--- src/rtl/adder16_pkg.sv ---
// Shared definitions for the serial digit adder: default operand geometry and FSM states.
// Latency: n/a (declarations only).
// Backpressure: n/a.
package adder16_pkg;

    localparam int WIDTH_DEF = 16;  // operand width
    localparam int DIGIT_DEF = 4;   // bits summed per CALC cycle

    typedef enum logic [1:0] {
        IDLE = 2'd0,
        CALC = 2'd1,
        DONE = 2'd2
    } state_t;

endpackage

--- src/rtl/adder_digit.sv ---
// One digit slice of the serial adder: DIGIT-bit a + b + cin -> DIGIT-bit sum and carry-out.
// Latency: purely combinational.
// Backpressure: none.
// Ports: a, b (DIGIT bits), cin -> sum (DIGIT bits), cout.
module adder_digit #(
    parameter int DIGIT = 4
) (
    input  logic [DIGIT-1:0] a,
    input  logic [DIGIT-1:0] b,
    input  logic             cin,
    output logic [DIGIT-1:0] sum,
    output logic             cout
);

    // One extra bit holds the carry-out of the digit.
    logic [DIGIT:0] full;

    assign full = {1'b0, a} + {1'b0, b} + {{DIGIT{1'b0}}, cin};
    assign sum  = full[DIGIT-1:0];
    assign cout = full[DIGIT];

endmodule

--- src/rtl/adder16_serial_responder.sv ---
// Serial unsigned adder: accepts A/B in IDLE, sums DIGIT bits per cycle, presents C={carry,sum}.
// Latency: out_valid rises WIDTH/DIGIT edges after the accepting edge.
// Backpressure: C/out_valid hold in DONE until out_ready; in_ready is low from accept until after the result handshake.
// Ports: clk, reset (async, active-low); in_valid/in_ready + A/B request side;
//        out_valid/out_ready + C result side; busy (not IDLE); txn_count (completed handshakes, wraps).
// WIDTH must be a multiple of DIGIT and span at least two digits.
import adder16_pkg::*;

module adder16_serial_responder #(
    parameter int WIDTH = WIDTH_DEF,
    parameter int DIGIT = DIGIT_DEF
) (
    input  logic             clk,
    input  logic             reset,
    input  logic             in_valid,
    output logic             in_ready,
    input  logic [WIDTH-1:0] A,
    input  logic [WIDTH-1:0] B,
    output logic [WIDTH:0]   C,
    output logic             out_valid,
    input  logic             out_ready,
    output logic             busy,
    output logic [15:0]      txn_count
);

    localparam int NDIG  = WIDTH / DIGIT;
    localparam int CNT_W = (NDIG > 1) ? $clog2(NDIG) : 1;

    state_t             state;
    state_t             state_nxt;
    logic [WIDTH-1:0]   a_sh;
    logic [WIDTH-1:0]   b_sh;
    logic [WIDTH-1:0]   sum_sh;
    logic               carry;
    logic [CNT_W-1:0]   cnt;
    logic [DIGIT-1:0]   dsum;
    logic               dcout;
    logic               last_digit;

    adder_digit #(
        .DIGIT (DIGIT)
    ) u_digit (
        .a    (a_sh[DIGIT-1:0]),
        .b    (b_sh[DIGIT-1:0]),
        .cin  (carry),
        .sum  (dsum),
        .cout (dcout)
    );

    assign last_digit = (cnt == CNT_W'(NDIG - 1));

    // State register
    always_ff @(posedge clk or negedge reset) begin
        if (!reset) begin
            state <= IDLE;
        end else begin
            state <= state_nxt;
        end
    end

    // Next-state logic
    always_comb begin
        state_nxt = state;
        case (state)
            IDLE:    if (in_valid)   state_nxt = CALC;
            CALC:    if (last_digit) state_nxt = DONE;
            DONE:    if (out_ready)  state_nxt = IDLE;
            default:                 state_nxt = IDLE;
        endcase
    end

    // Datapath: operands are only sampled in IDLE, so A/B activity during
    // CALC/DONE cannot disturb a result in flight.
    always_ff @(posedge clk or negedge reset) begin
        if (!reset) begin
            a_sh      <= '0;
            b_sh      <= '0;
            sum_sh    <= '0;
            carry     <= 1'b0;
            cnt       <= '0;
            txn_count <= '0;
        end else begin
            case (state)
                IDLE: begin
                    if (in_valid) begin
                        a_sh   <= A;
                        b_sh   <= B;
                        sum_sh <= '0;
                        carry  <= 1'b0;
                        cnt    <= '0;
                    end
                end
                CALC: begin
                    a_sh   <= a_sh >> DIGIT;
                    b_sh   <= b_sh >> DIGIT;
                    // Digits enter from the top; after NDIG shifts the first
                    // (least significant) digit has reached bit 0.
                    sum_sh <= {dsum, sum_sh[WIDTH-1:DIGIT]};
                    carry  <= dcout;
                    cnt    <= cnt + 1'b1;
                end
                DONE: begin
                    if (out_ready) begin
                        txn_count <= txn_count + 16'd1;
                    end
                end
                default: ;
            endcase
        end
    end

    assign in_ready  = (state == IDLE);
    assign out_valid = (state == DONE);
    assign busy      = (state != IDLE);
    assign C         = out_valid ? {carry, sum_sh} : '0;

endmodule

--- config.mk ---
export PLATFORM = sky130hd
export DESIGN_NAME = adder16_serial_responder
export DESIGN_NICKNAME = d
export VERILOG_FILES = /design/src/rtl/adder16_pkg.sv /design/src/rtl/adder_digit.sv /design/src/rtl/adder16_serial_responder.sv
export SDC_FILE = /design/constraint.sdc
export NUM_CORES = 1
export LEC_CHECK = 0
export ABC_CLOCK_PERIOD_IN_PS = 2900
export BUFFER_PORTS_ARGS = -buffer_cell sky130_fd_sc_hd__buf_4
export CORE_MARGIN = 4
export CORE_UTILIZATION = 40
export CTS_CLUSTER_SIZE = 16
export DETAILED_ROUTE_END_ITERATION = 10
export PLACE_DENSITY_LB_ADDON = 0.05
export SLEW_MARGIN = 20
export SYNTH_ARGS = -nofsm -noshare
export SYNTH_HDL_FRONTEND = slang
export SYNTH_SLANG_ARGS = --single-unit
--- constraint.sdc ---
create_clock -name clk -period 2.9 [get_ports clk]
set_input_delay 0 -clock clk [delete_from_list [all_inputs] [get_ports clk]]
set_output_delay 0 -clock clk [all_outputs]
set_load 0.01 [all_outputs]
* Word level (Yosys, flattened, before mapping) *
Cells that the tools add are included.
Widths: inputs -> output; s select.

operators by class
  $add $sub $neg = 4
  eq/ne operators = 6
  muxes and demuxes = 15
  reductions and logical operators = 6

operator list
  kind                   count
  $pmux 16 s2            3
  $mux 16                3
  $mux 17                1
  $add 16x1->16 const B  1
  $mux 2                 4
  $pmux 2 s3             1
  $add 4x4->5            1
  $add 5x1->5            1
  $eq 2x2->1 const B     2
  $ne 2x2->1 const B     2
  $pmux 2 s2             1
  $reduce_and 2->1       2
  $reduce_bool 2->1      2
  $reduce_and 3->1       1
  $add 2x1->2 const B    1
  $eq 2x1->1 const B     1
  $logic_not 2->1        1
  $ne 2x1->1 const B     1
  $pmux 1 s2             1
  $mux 1                 1

storage, ports and cells
  register bits = 69
  bits of input ports = 36
  output and inout bits = 36
  logic and storage cells = 38

* Depth between registers and ports, before layout *
Gate-level depths: netlist of the first run.

  depth after elaboration = 3
  depth in mapped cells = 7

* Hierarchy *
From an unflattened synthesis of the first run, not the netlist that was laid out.

unflattened totals
  cells, all modules = 326
  area total of the unflattened synthesis = 3,373.2 um^2

modules (own cells, without submodules)
  module                    instances  cells each  area each (um^2)  sequential area each (um^2)
  adder16_serial_responder  1          310         3,229.3           1,726.7
  adder_digit               1          16          143.9             0.0

* Worst setup path after synthesis of the first run *
Ideal clock, no wire load.

  kind = reg2reg
  start point = register a_sh[0]
  end point = register carry
  arrival = 1,592 ps
  required time = 2,772 ps
  path slack = 1,181 ps
  cell stages (with the launch flop) = 6
  buffers on the path = 0
  path through = dfrtp_1 -> fa_1 -> fa_1 -> a21o_1 -> a21oi_1 -> o21ai_0

on the way
  word-level cells in the longest chain between the ends = 3

RTL lines
  item                      line                            text
  start: declaration        adder16_serial_responder.sv:31  logic [WIDTH-1:0] a_sh;
  start signal: assignment  adder16_serial_responder.sv:94  a_sh <= a_sh >> DIGIT;
  $add 4x4->5               adder_digit.sv:18               assign full = {1'b0, a} + {1'b0, b} + {{DIGIT{1'b0}}, cin};
  $add 5x1->5               adder_digit.sv:18
  $pmux 1 s2                adder16_serial_responder.sv:83  case (state)
  end signal: assignment    adder16_serial_responder.sv:99  carry <= dcout;
  end: declaration          adder16_serial_responder.sv:34  logic carry;

Every way passes these cells.
A chain may end at the register's enable or synchronous reset.

* Worst setup path in the final report of the first run *
Same ends and word-level chain as after synthesis.

==> results.toml, run 1 <==
[place]
place_hpwl_um = 4568
placed_area_um2 = 3916
routabilityCongestion = 0.8132
placement.io_buffers = 71
pre_cts_setup_slack_ns = 1.096

[global_route]
globalRouteTotalUtil_pct = 15.23
largest_net_degree_at_the_start_of_global_routing = 70
grt_pass1_wl_um = 12230
grt_antenna_before_repair = 0
overflow = 0
grt_pass1_vias = 2510

[synthesis]
netlist_instances = 329
yosys_warning_count = 0
synth.yosys.seq_area_share_pct = 51.96
post_synthesis_instance_area_um2 = 3323
netlist.top_cell.by_area = "sky130_fd_sc_hd__dfrtp_1"
synthesis.nets = 372
avgSynthCellArea_um2 = 10.10
yosysTopAreaCellShare_pct = 51.96
ys_seq_elements = 69
distinct_cell_type_count_of_the_synthesized_netlist = 31
synthTopCellsByArea = "sky130_fd_sc_hd__dfrtp_1, sky130_fd_sc_hd__and3b_1, sky130_fd_sc_hd__o21ai_0"

[setup_path]
max_stage_delay_ns = 0.47
crit_family = "adder cells"
critical_path.slowest_cell = "sky130_fd_sc_hd__fa_1"
path_cells = "fa_1 > fa_1 > a21o_1 > a21oi_1 > o21ai_0"
crit_type = "reg -> reg"
worst_path_most_repeated_cell = "sky130_fd_sc_hd__fa_1"
cp_data_arrival_time_ns = 2.02
critical_path.max_fanout = 2
cp_num_buf_inv = 0
startpoint_type = "flip-flop"
critPathCaptureType = "flip-flop"
timing.critical_path.required_ns = 3.12

[drt]
wl_um = 7143
wire_per_inst_um = 14.06
drt_first_iter_violations = 75
vias_per_cell = 4.992
drcViolationCount = 0
dr.pass1.iters = 4
via_count = 2536
ant_nets = 0

[sta]
setup_total_negative_slack_ns = 0
number_of_slew_limit_violations_in_the_final_report = 0
fin_skew_ns = 0.006410
final.min_clock_period_ns = 1.801
slew-limit-headroom_pct = 32.44
fin_crit_sh_pct = 62.10
hold_violations = 0
hold_slack_ns = 0.07270
tightest_slew_ns = 1.011
grt_setup_unrepaired = "false"
finalSetupViolations = 0
clock.fmax_mhz = 555.3
finalWorstSetupSlack_ns = 1.099

[floorplan]
floorplan.rows = 32
dieArea_um2 = 9831
fp.dieH_um = 99.15
core_area_um2 = 7888
floorplan.initialDensity_pct = 42.13
die-width_um = 99.15
io_pins = 72

[status]
run_status = "finished clean"

[clocking]
cts_max_level = 3
tritoncts.num_buffers = 9
max-clock-path-buffers = 2
clock_sinks = 69
post-cts-setup-buffer-count = 0
cts.repair.resized = 0
cts_tree = "built"
reg_clk_slew_reported_paths_ns = 0.07
clock_latency_ns = 0.33
master_cell_of_the_clock_root_buffer = "sky130_fd_sc_hd__clkbuf_8"

[cells_and_area]
antenna_cells = 0
stdcell_area_um2 = 4208
commonest_non_fill_non_tap_cell_in_the_layout = "sky130_fd_sc_hd__buf_4"
nNetsFinal = 444
most-common-layout-cells = "sky130_fd_sc_hd__buf_4, sky130_fd_sc_hd__dfrtp_1, sky130_fd_sc_hd__nand2_1, sky130_fd_sc_hd__o21ai_0, sky130_fd_sc_hd__a21oi_1"
area_growth_syn_to_layout_pct = 26.62
layout-drive-gt1-share_pct = 23.65

[worst_hold_path]
worstHoldPathType = "in -> reg"

[job]
timing.max_cap.violations = 0

[pwr]
leak_pwr_nw = 2.111
maximum_vdd_ir_drop_uv = 347.9
pwr_dens_nw_per_um2 = 818.6
[layout make-up]
cell class / count / area (µm²)
Timing Repair Buffer: 84 / 655.6
Sequential cell: 69 / 1727
Clock buffer: 11 / 141.4
Clock inverter: 5 / 50.05
Tap cell: 102 / 127.6
Inverter: 5 / 18.77
Fill cell: 762 / 3680
Multi-Input combinational cell: 232 / 1488
[routing by layer]
metal  GRT usage [%]  vias up  routed length, µm
li1                -     1280                  -
met1           21.10     1191               3432
met2           23.76       56               3262
met3           2.945        9                357
met4           5.672        0                 91
met5               0        -                  0
[state kept, by name (all words and copies together) (netlist names)]
register and cells:
txn_count 16, state 2, b_sh 16, sum_sh 16, carry 1, cnt 2, a_sh 16
[cell usage after synthesis]
cell / number
sky130_fd_sc_hd__a22o_1: 15
sky130_fd_sc_hd__nor4_4: 1
sky130_fd_sc_hd__a21oi_1: 34
sky130_fd_sc_hd__nand2_1: 43
sky130_fd_sc_hd__ha_1: 5
sky130_fd_sc_hd__nand3_1: 3
sky130_fd_sc_hd__nor2_1: 7
sky130_fd_sc_hd__nor2b_1: 10
sky130_fd_sc_hd__o21ai_0: 36
sky130_fd_sc_hd__mux2i_1: 1
sky130_fd_sc_hd__nor3_2: 1
sky130_fd_sc_hd__nand2b_4: 1
sky130_fd_sc_hd__and3b_1: 24
sky130_fd_sc_hd__nand4_1: 5
sky130_fd_sc_hd__o22ai_1: 1
sky130_fd_sc_hd__clkbuf_1: 21
sky130_fd_sc_hd__buf_6: 2
sky130_fd_sc_hd__and2_1: 17
sky130_fd_sc_hd__inv_1: 5
sky130_fd_sc_hd__xnor2_1: 10
sky130_fd_sc_hd__fa_1: 2
sky130_fd_sc_hd__nor3_1: 1
sky130_fd_sc_hd__dfrtp_1: 69
sky130_fd_sc_hd__or4_4: 1
sky130_fd_sc_hd__xor2_1: 7
sky130_fd_sc_hd__a21o_1: 2
sky130_fd_sc_hd__or2_2: 1
sky130_fd_sc_hd__mux2_2: 1
sky130_fd_sc_hd__o21bai_1: 1
sky130_fd_sc_hd__nand2b_1: 1
sky130_fd_sc_hd__and3_1: 1
[report_power, final]
group / switching (mW) / internal [mW]
logic: 0.635 / 0.537
registers: 0.218 / 1.28
clock network: 0.355 / 0.415
total: 1.21 / 2.24
[kinds of logic after synthesis]
kind of cell	count (synthesis)	share of synthesized area (%)
XOR/XNOR	17	4.480
flip-flops	69	51.96
buffers and inverters	28	3.615
adder cells (fa/ha/maj)	7	3.087
multiplexers	2	0.6400
AND/OR/NAND/NOR	117	20.86
AO/OA/AOI/OAI	89	15.36
[final timing paths]
kind                               startpoint             to  slack (ns)  cells past startpoint
worst max-delay path                  a_sh[0]          carry        1.10                      5
worst min-delay path                     A[8]        a_sh[8]        0.07                      4
worst max register to register        a_sh[0]          carry        1.10                      5
worst min register to register  txn_count[15]  txn_count[15]        0.48                      1
max in group asynchronous               reset       a_sh[14]        2.02                      2
min in group asynchronous               reset      sum_sh[3]        0.32                      2
[tightest hold or removal path: cells and delay by family]
family,cells,cell delay (ns)
AOI/OAI and AO/OA,2,0.16
and+or+nand+nor,1,0.14
buffers and inverters,1,0.07
[repair_timing]
item | 4_1_cts | 5_1_grt
endpoints found under the setup margin | 0 | 0
hold endpoints to repair | 80 | 0
hold buffers | 10 | 0
[stage by stage]
stage	std cells	power, mW	utilization [%]
finish	508	3.444	53.35
CTS	508	3.499	53.35
detailed placement	482	2.708	49.65
global route	508	3.741	53.35
floorplan	329	2.330	-
global placement	482	2.676	49.65
Power figures use the tool's default switching activity.
==> run 2: changes to the inputs <==
--- a/config.mk
+++ b/config.mk
@@ -5,7 +5,7 @@
 export SDC_FILE = /design/constraint.sdc
 export NUM_CORES = 1
 export LEC_CHECK = 0
-export ABC_CLOCK_PERIOD_IN_PS = 2900
+export ABC_CLOCK_PERIOD_IN_PS = 1800
 export BUFFER_PORTS_ARGS = -buffer_cell sky130_fd_sc_hd__buf_4
 export CORE_MARGIN = 4
 export CORE_UTILIZATION = 40
==> constraint.sdc (replaced) <==
create_clock -name clk -period 1.8 [get_ports clk]
set_input_delay 0 -clock clk [delete_from_list [all_inputs] [get_ports clk]]
set_output_delay 0 -clock clk [all_outputs]
set_load 0.01 [all_outputs]
==> results.toml, run 2 (synthesized netlist as in run 1, its figures left out) <==
[cells_and_area]
stdcell_area_um2 = 4334
nNetsFinal = 453
antenna_cells = 0
fillerInstances = 731
most-common-layout-cells = "sky130_fd_sc_hd__buf_4, sky130_fd_sc_hd__dfrtp_1, sky130_fd_sc_hd__nand2_1, sky130_fd_sc_hd__o21ai_0, sky130_fd_sc_hd__a21oi_1"
area_growth_syn_to_layout_pct = 30.42
layout-drive-gt1-share_pct = 25.78
commonest_non_fill_non_tap_cell_in_the_layout = "sky130_fd_sc_hd__buf_4"

[drt]
wire_per_inst_um = 14.52
drcViolationCount = 0
drt_first_iter_violations = 91
vias_per_cell = 5.037
ant_nets = 0
via_count = 2604
dr.pass1.iters = 4
wl_um = 7507

[global_route]
grt_pass1_wl_um = 12510
grt.met3_usage_pct = 2.945
grt_pass1_vias = 2690
grt_antenna_before_repair = 0
met1_usage_grt_pct = 19.70
globalRouteTotalUtil_pct = 15.61
largest_net_degree_at_the_start_of_global_routing = 44
met2_usage_in_global_routing_pct = 26.50
global_route.peak_usage_layer = "met2"
overflow = 0

[setup_path]
cp_data_arrival_time_ns = 1.71
critical_path.max_fanout = 28
critPathCaptureType = "output port"
crit_type = "reg -> out"
timing.critical_path.required_ns = 1.80
startpoint_type = "flip-flop"

[clocking]
max-clock-path-buffers = 2
master_cell_of_the_clock_root_buffer = "sky130_fd_sc_hd__clkbuf_8"
clock_latency_ns = 0.33
tritoncts.num_buffers = 9
reg_clk_slew_reported_paths_ns = 0.07
clock_sinks = 69
cts_tree = "built"
cts_max_level = 3

[sta]
finalWorstSetupSlack_ns = 0.09446
hold_slack_ns = 0.06838
clock.fmax_mhz = 586.3
fin_crit_sh_pct = 94.75
final.min_clock_period_ns = 1.706
tightest_slew_ns = 1.044
grt_setup_unrepaired = "false"
number_of_slew_limit_violations_in_the_final_report = 0
setup_total_negative_slack_ns = 0
hold_violations = 0
fin_skew_ns = 0.007505
finalSetupViolations = 0
slew-limit-headroom_pct = 30.37

[floorplan]
dieArea_um2 = 9831
fp.dieH_um = 99.15
core_area_um2 = 7888
die-width_um = 99.15
floorplan.rows = 32
io_pins = 72
floorplan.initialDensity_pct = 42.13

[pwr]
maximum_vdd_ir_drop_uv = 482.0
pwr_dens_nw_per_um2 = 1353
leak_pwr_nw = 2.168
total_power_mw = 5.866

[place]
routabilityCongestion = 0.7606
placement.io_buffers = 71
placed_area_um2 = 3981
pre_cts_setup_slack_ns = 0.008258
place_hpwl_um = 4979

[worst_hold_path]
worstHoldPathType = "in -> reg"

[job]
timing.max_cap.violations = 0

[status]
run_status = "finished clean"
==> run 2: timing repair <==
action / in CTS / in global routing
cloned: 0 / 1
resized for setup: 1 / 1
pin swaps: 0 / 1
setup buffers: 0 / 1
hold endpoints to repair: 79 / 0
hold buffers: 10 / 0
endpoints found under the setup margin: 1 / 15
==> run 2: power breakdown <==
part | switching [mW] | total, mW | leakage [nW] | internal (mW)
Combinational | 1.09 | 2.02 | 1.15 | 0.928
Sequential | 0.350 | 2.42 | 0.910 | 2.07
Clock | 0.569 | 1.43 | 0.110 | 0.858
Total | 2.01 | 5.87 | 2.17 | 3.86
==> run 2: worst max-delay path, stage by stage, from the launching register on <==
cell and delay (ns):
sky130_fd_sc_hd__dfrtp_1 0.44, sky130_fd_sc_hd__buf_4 0.25, sky130_fd_sc_hd__buf_4 0.20, sky130_fd_sc_hd__or2_2 0.30, sky130_fd_sc_hd__inv_1 0.05, sky130_fd_sc_hd__buf_4 0.11
==> run 2: area by class of cell <==
class                   instances  area (µm²)  share of cell area [%]
repair buffers                 92       728.2                   16.80
inverters                       5       18.77                  0.4330
multi-input cells             233        1506                   34.76
flip-flops and latches         69        1727                   39.84
clock inverters                 3       67.56                   1.559
well taps                     102       127.6                   2.945
clock buffers                  13       158.9                   3.666
==> run 2: through the flow <==
| step | util (%) | std cells |
|---|---|---|
| 5_1_grt | 54.95 | 517 |
| 3_5_place_dp | 50.48 | 489 |
| 3_3_place_gp | 50.48 | 489 |
| 4_1_cts | 54.65 | 515 |
| 6_report | 54.95 | 517 |
| 2_1_floorplan | - | 329 |
==> run 2: layer usage <==
metal / wire length [µm] / part of all wire, % / vias to the layer above
met5: 0 / 0 / -
met1: 3360 / 45 / 1241
li1: - / - / 1298
met2: 3688 / 49 / 54
met4: 102 / 1.4 / 0
met3: 355 / 4.7 / 11
==> run 2: worst paths after layout <==
kind	startpoint	slack, ns	cells after the start	to
hold / removal	B[11]	0.07	4	b_sh[11]
max in group asynchronous	reset	1.11	3	a_sh[4]
min in group asynchronous	reset	0.13	2	sum_sh[2]
setup / recovery	state[1]	0.09	5	in_ready
hold reg to reg	txn_count[15]	0.48	1	txn_count[15]
setup reg to reg	a_sh[0]	0.12	5	carry
==> run 3: changes to the inputs <==
--- a/config.mk
+++ b/config.mk
@@ -7,7 +7,7 @@
 export LEC_CHECK = 0
 export ABC_CLOCK_PERIOD_IN_PS = 1800
 export BUFFER_PORTS_ARGS = -buffer_cell sky130_fd_sc_hd__buf_4
-export CORE_MARGIN = 4
+export CORE_MARGIN = 10
 export CORE_UTILIZATION = 40
 export CTS_CLUSTER_SIZE = 16
 export DETAILED_ROUTE_END_ITERATION = 10
==> results.toml, run 3 (synthesized netlist as in run 1, its figures left out) <==
[sta]
final.min_clock_period_ns = 1.683
finalSetupViolations = 0
clock.fmax_mhz = 594.3
number_of_slew_limit_violations_in_the_final_report = 0
fin_crit_sh_pct = 93.48
hold_violations = 0
grt_setup_unrepaired = "false"
setup_total_negative_slack_ns = 0
slew-limit-headroom_pct = 50.41
fin_skew_ns = 0.007312
hold_slack_ns = 0.06782
tightest_slew_ns = 0.7423

[setup_path]
startpoint_type = "flip-flop"
rr_endpoint = "carry"
cp_num_buf_inv = 4
r2r-start = "a_sh[0]"
path_cells = "buf_4 > buf_4 > or2_2 > inv_1 > buf_4"
critical_path.slowest_cell = "sky130_fd_sc_hd__dfrtp_1"
critPathCaptureType = "output port"
setup.worst_path.end = "in_ready"
max_stage_delay_ns = 0.43
timing.reg2reg.worst_path_depth = 5
timing.critical_path.required_ns = 1.80
crit_family = "buffers and inverters"
setup_slack_of_the_worst_register_to_register_path_ns = 0.13
critPathLaunch = "state[1]"
worst_path_most_repeated_cell = "sky130_fd_sc_hd__buf_4"
cp_data_arrival_time_ns = 1.68
worst-path-stages = 5
critical_path.max_fanout = 21
crit_type = "reg -> out"

[place]
placement.io_buffers = 71
dp_cells = 493
place_hpwl_um = 5419
routabilityCongestion = 0.7431
placed_area_um2 = 3998

[drt]
drt_first_iter_violations = 89
dr.pass1.iters = 5
topRoutingLayerUsed = "met4"
via_count = 2580
drcViolationCount = 0
ant_nets = 0
vias_per_cell = 4.990
route.met3.wl_um = 445
wl_um = 7779
wl_met2_um = 3465
wire_per_inst_um = 15.05
met1Wirelength_um = 3752

[clocking]
post-cts-setup-buffer-count = 0
master_cell_of_the_clock_root_buffer = "sky130_fd_sc_hd__clkbuf_8"
reg_clk_slew_reported_paths_ns = 0.07
tritoncts.num_buffers = 9
clock_latency_ns = 0.33
max-clock-path-buffers = 2
cts_tree = "built"
clock_sinks = 69
cts_max_level = 3

[status]
run_status = "finished clean"

[floorplan]
floorplan.initialDensity_pct = 40.86
die-width_um = 111.2
dieArea_um2 = 12350
core_area_um2 = 8134
floorplan.rows = 33
fp.dieH_um = 111.2
io_pins = 72

[job]
timing.max_cap.violations = 0

[cells_and_area]
most-common-layout-cells = "sky130_fd_sc_hd__buf_4, sky130_fd_sc_hd__dfrtp_1, sky130_fd_sc_hd__nand2_1, sky130_fd_sc_hd__o21ai_0, sky130_fd_sc_hd__a21oi_1"
layout-drive-gt1-share_pct = 25.49
stdcell_area_um2 = 4304
utilization_pct = 52.91
layout.area.seq_um2 = 1727
area_growth_syn_to_layout_pct = 29.52
commonest_non_fill_non_tap_cell_in_the_layout = "sky130_fd_sc_hd__buf_4"
antenna_cells = 0
layoutNonFillerInstCount = 517
multi_input_comb_area_um2 = 1488
nNetsFinal = 452
fillerInstances = 774

[global_route]
largest_net_degree_at_the_start_of_global_routing = 45
grt_antenna_before_repair = 0
globalRouteTotalUtil_pct = 12.68
grt_pass1_wl_um = 13310
grt_pass1_vias = 2630
overflow = 0

[worst_hold_path]
worstHoldPathType = "in -> reg"

[pwr]
pwr_dens_nw_per_um2 = 1337
maximum_vdd_ir_drop_uv = 599.7
leak_pwr_nw = 2.157
[run 3: cell count changes in the layout (fill, tap and decap cells not counted), sizes merged]
cell      change
bufinv        -1
clkinvlp      -1
o21bai        -1
[run 3: cell type report]
class	instances	area share [%]
Clock buffer	13	3.924
Clock inverter	1	0.6977
Inverter	5	0.4360
Multi-Input combinational cell	232	34.56
Sequential cell	69	40.12
Tap cell	105	3.052
Timing Repair Buffer	92	17.21
[run 3: routing by layer]
| metal | vias up | GRT usage (%) |
|---|---|---|
| li1 | 1289 | - |
| met2 | 52 | 18.91 |
| met1 | 1228 | 16.73 |
| met5 | - | 0 |
| met4 | 0 | 4.884 |
| met3 | 11 | 3.950 |
[run 3: repair_timing]
item                                    4_1_cts  5_1_grt
hold buffers                                 10        0
resized for setup                             0        2
endpoints found under the setup margin        0        1
endpoints found under the hold margin        79        0
[run 3: power by group]
group | total [mW] | switching, mW | internal [mW] | leakage (nW)
registers | 2.42 | 0.352 | 2.07 | 0.910
logic | 2.05 | 1.08 | 0.965 | 1.14
clock network | 1.29 | 0.549 | 0.740 | 0.102
[run 3: worst min-delay path by stage]
stage,slack (ns),depth (start not counted),end,start
final,0.07,4,b_sh[11],B[11]
after global routing,0.09,4,b_sh[11],B[11]
after CTS,0.06,4,b_sh[11],B[11]
after detailed placement,-0.06,1,sum_sh[6],reset
after global placement,-0.05,1,sum_sh[2],reset
after floorplan,-0.30,0,a_sh[0],reset
[run 3: worst register-to-register path, delay by kind of cell (launching register included)]
family | cells | cell delay, ns
fa+ha+maj | 2 | 0.76
flops | 1 | 0.40
compound gates | 3 | 0.39
[run 3: stage by stage]
| stage | worst slack (ns) | total power, mW |
|---|---|---|
| 6_report | 0.1174 | 5.756 |
| 3_3_place_gp | 0.05052 | 4.452 |
| 4_1_cts | 0.01277 | 5.821 |
| 2_1_floorplan | 0.08059 | 3.754 |
| 5_1_grt | 0.002622 | 6.212 |
| 3_5_place_dp | 0.02562 | 4.504 |
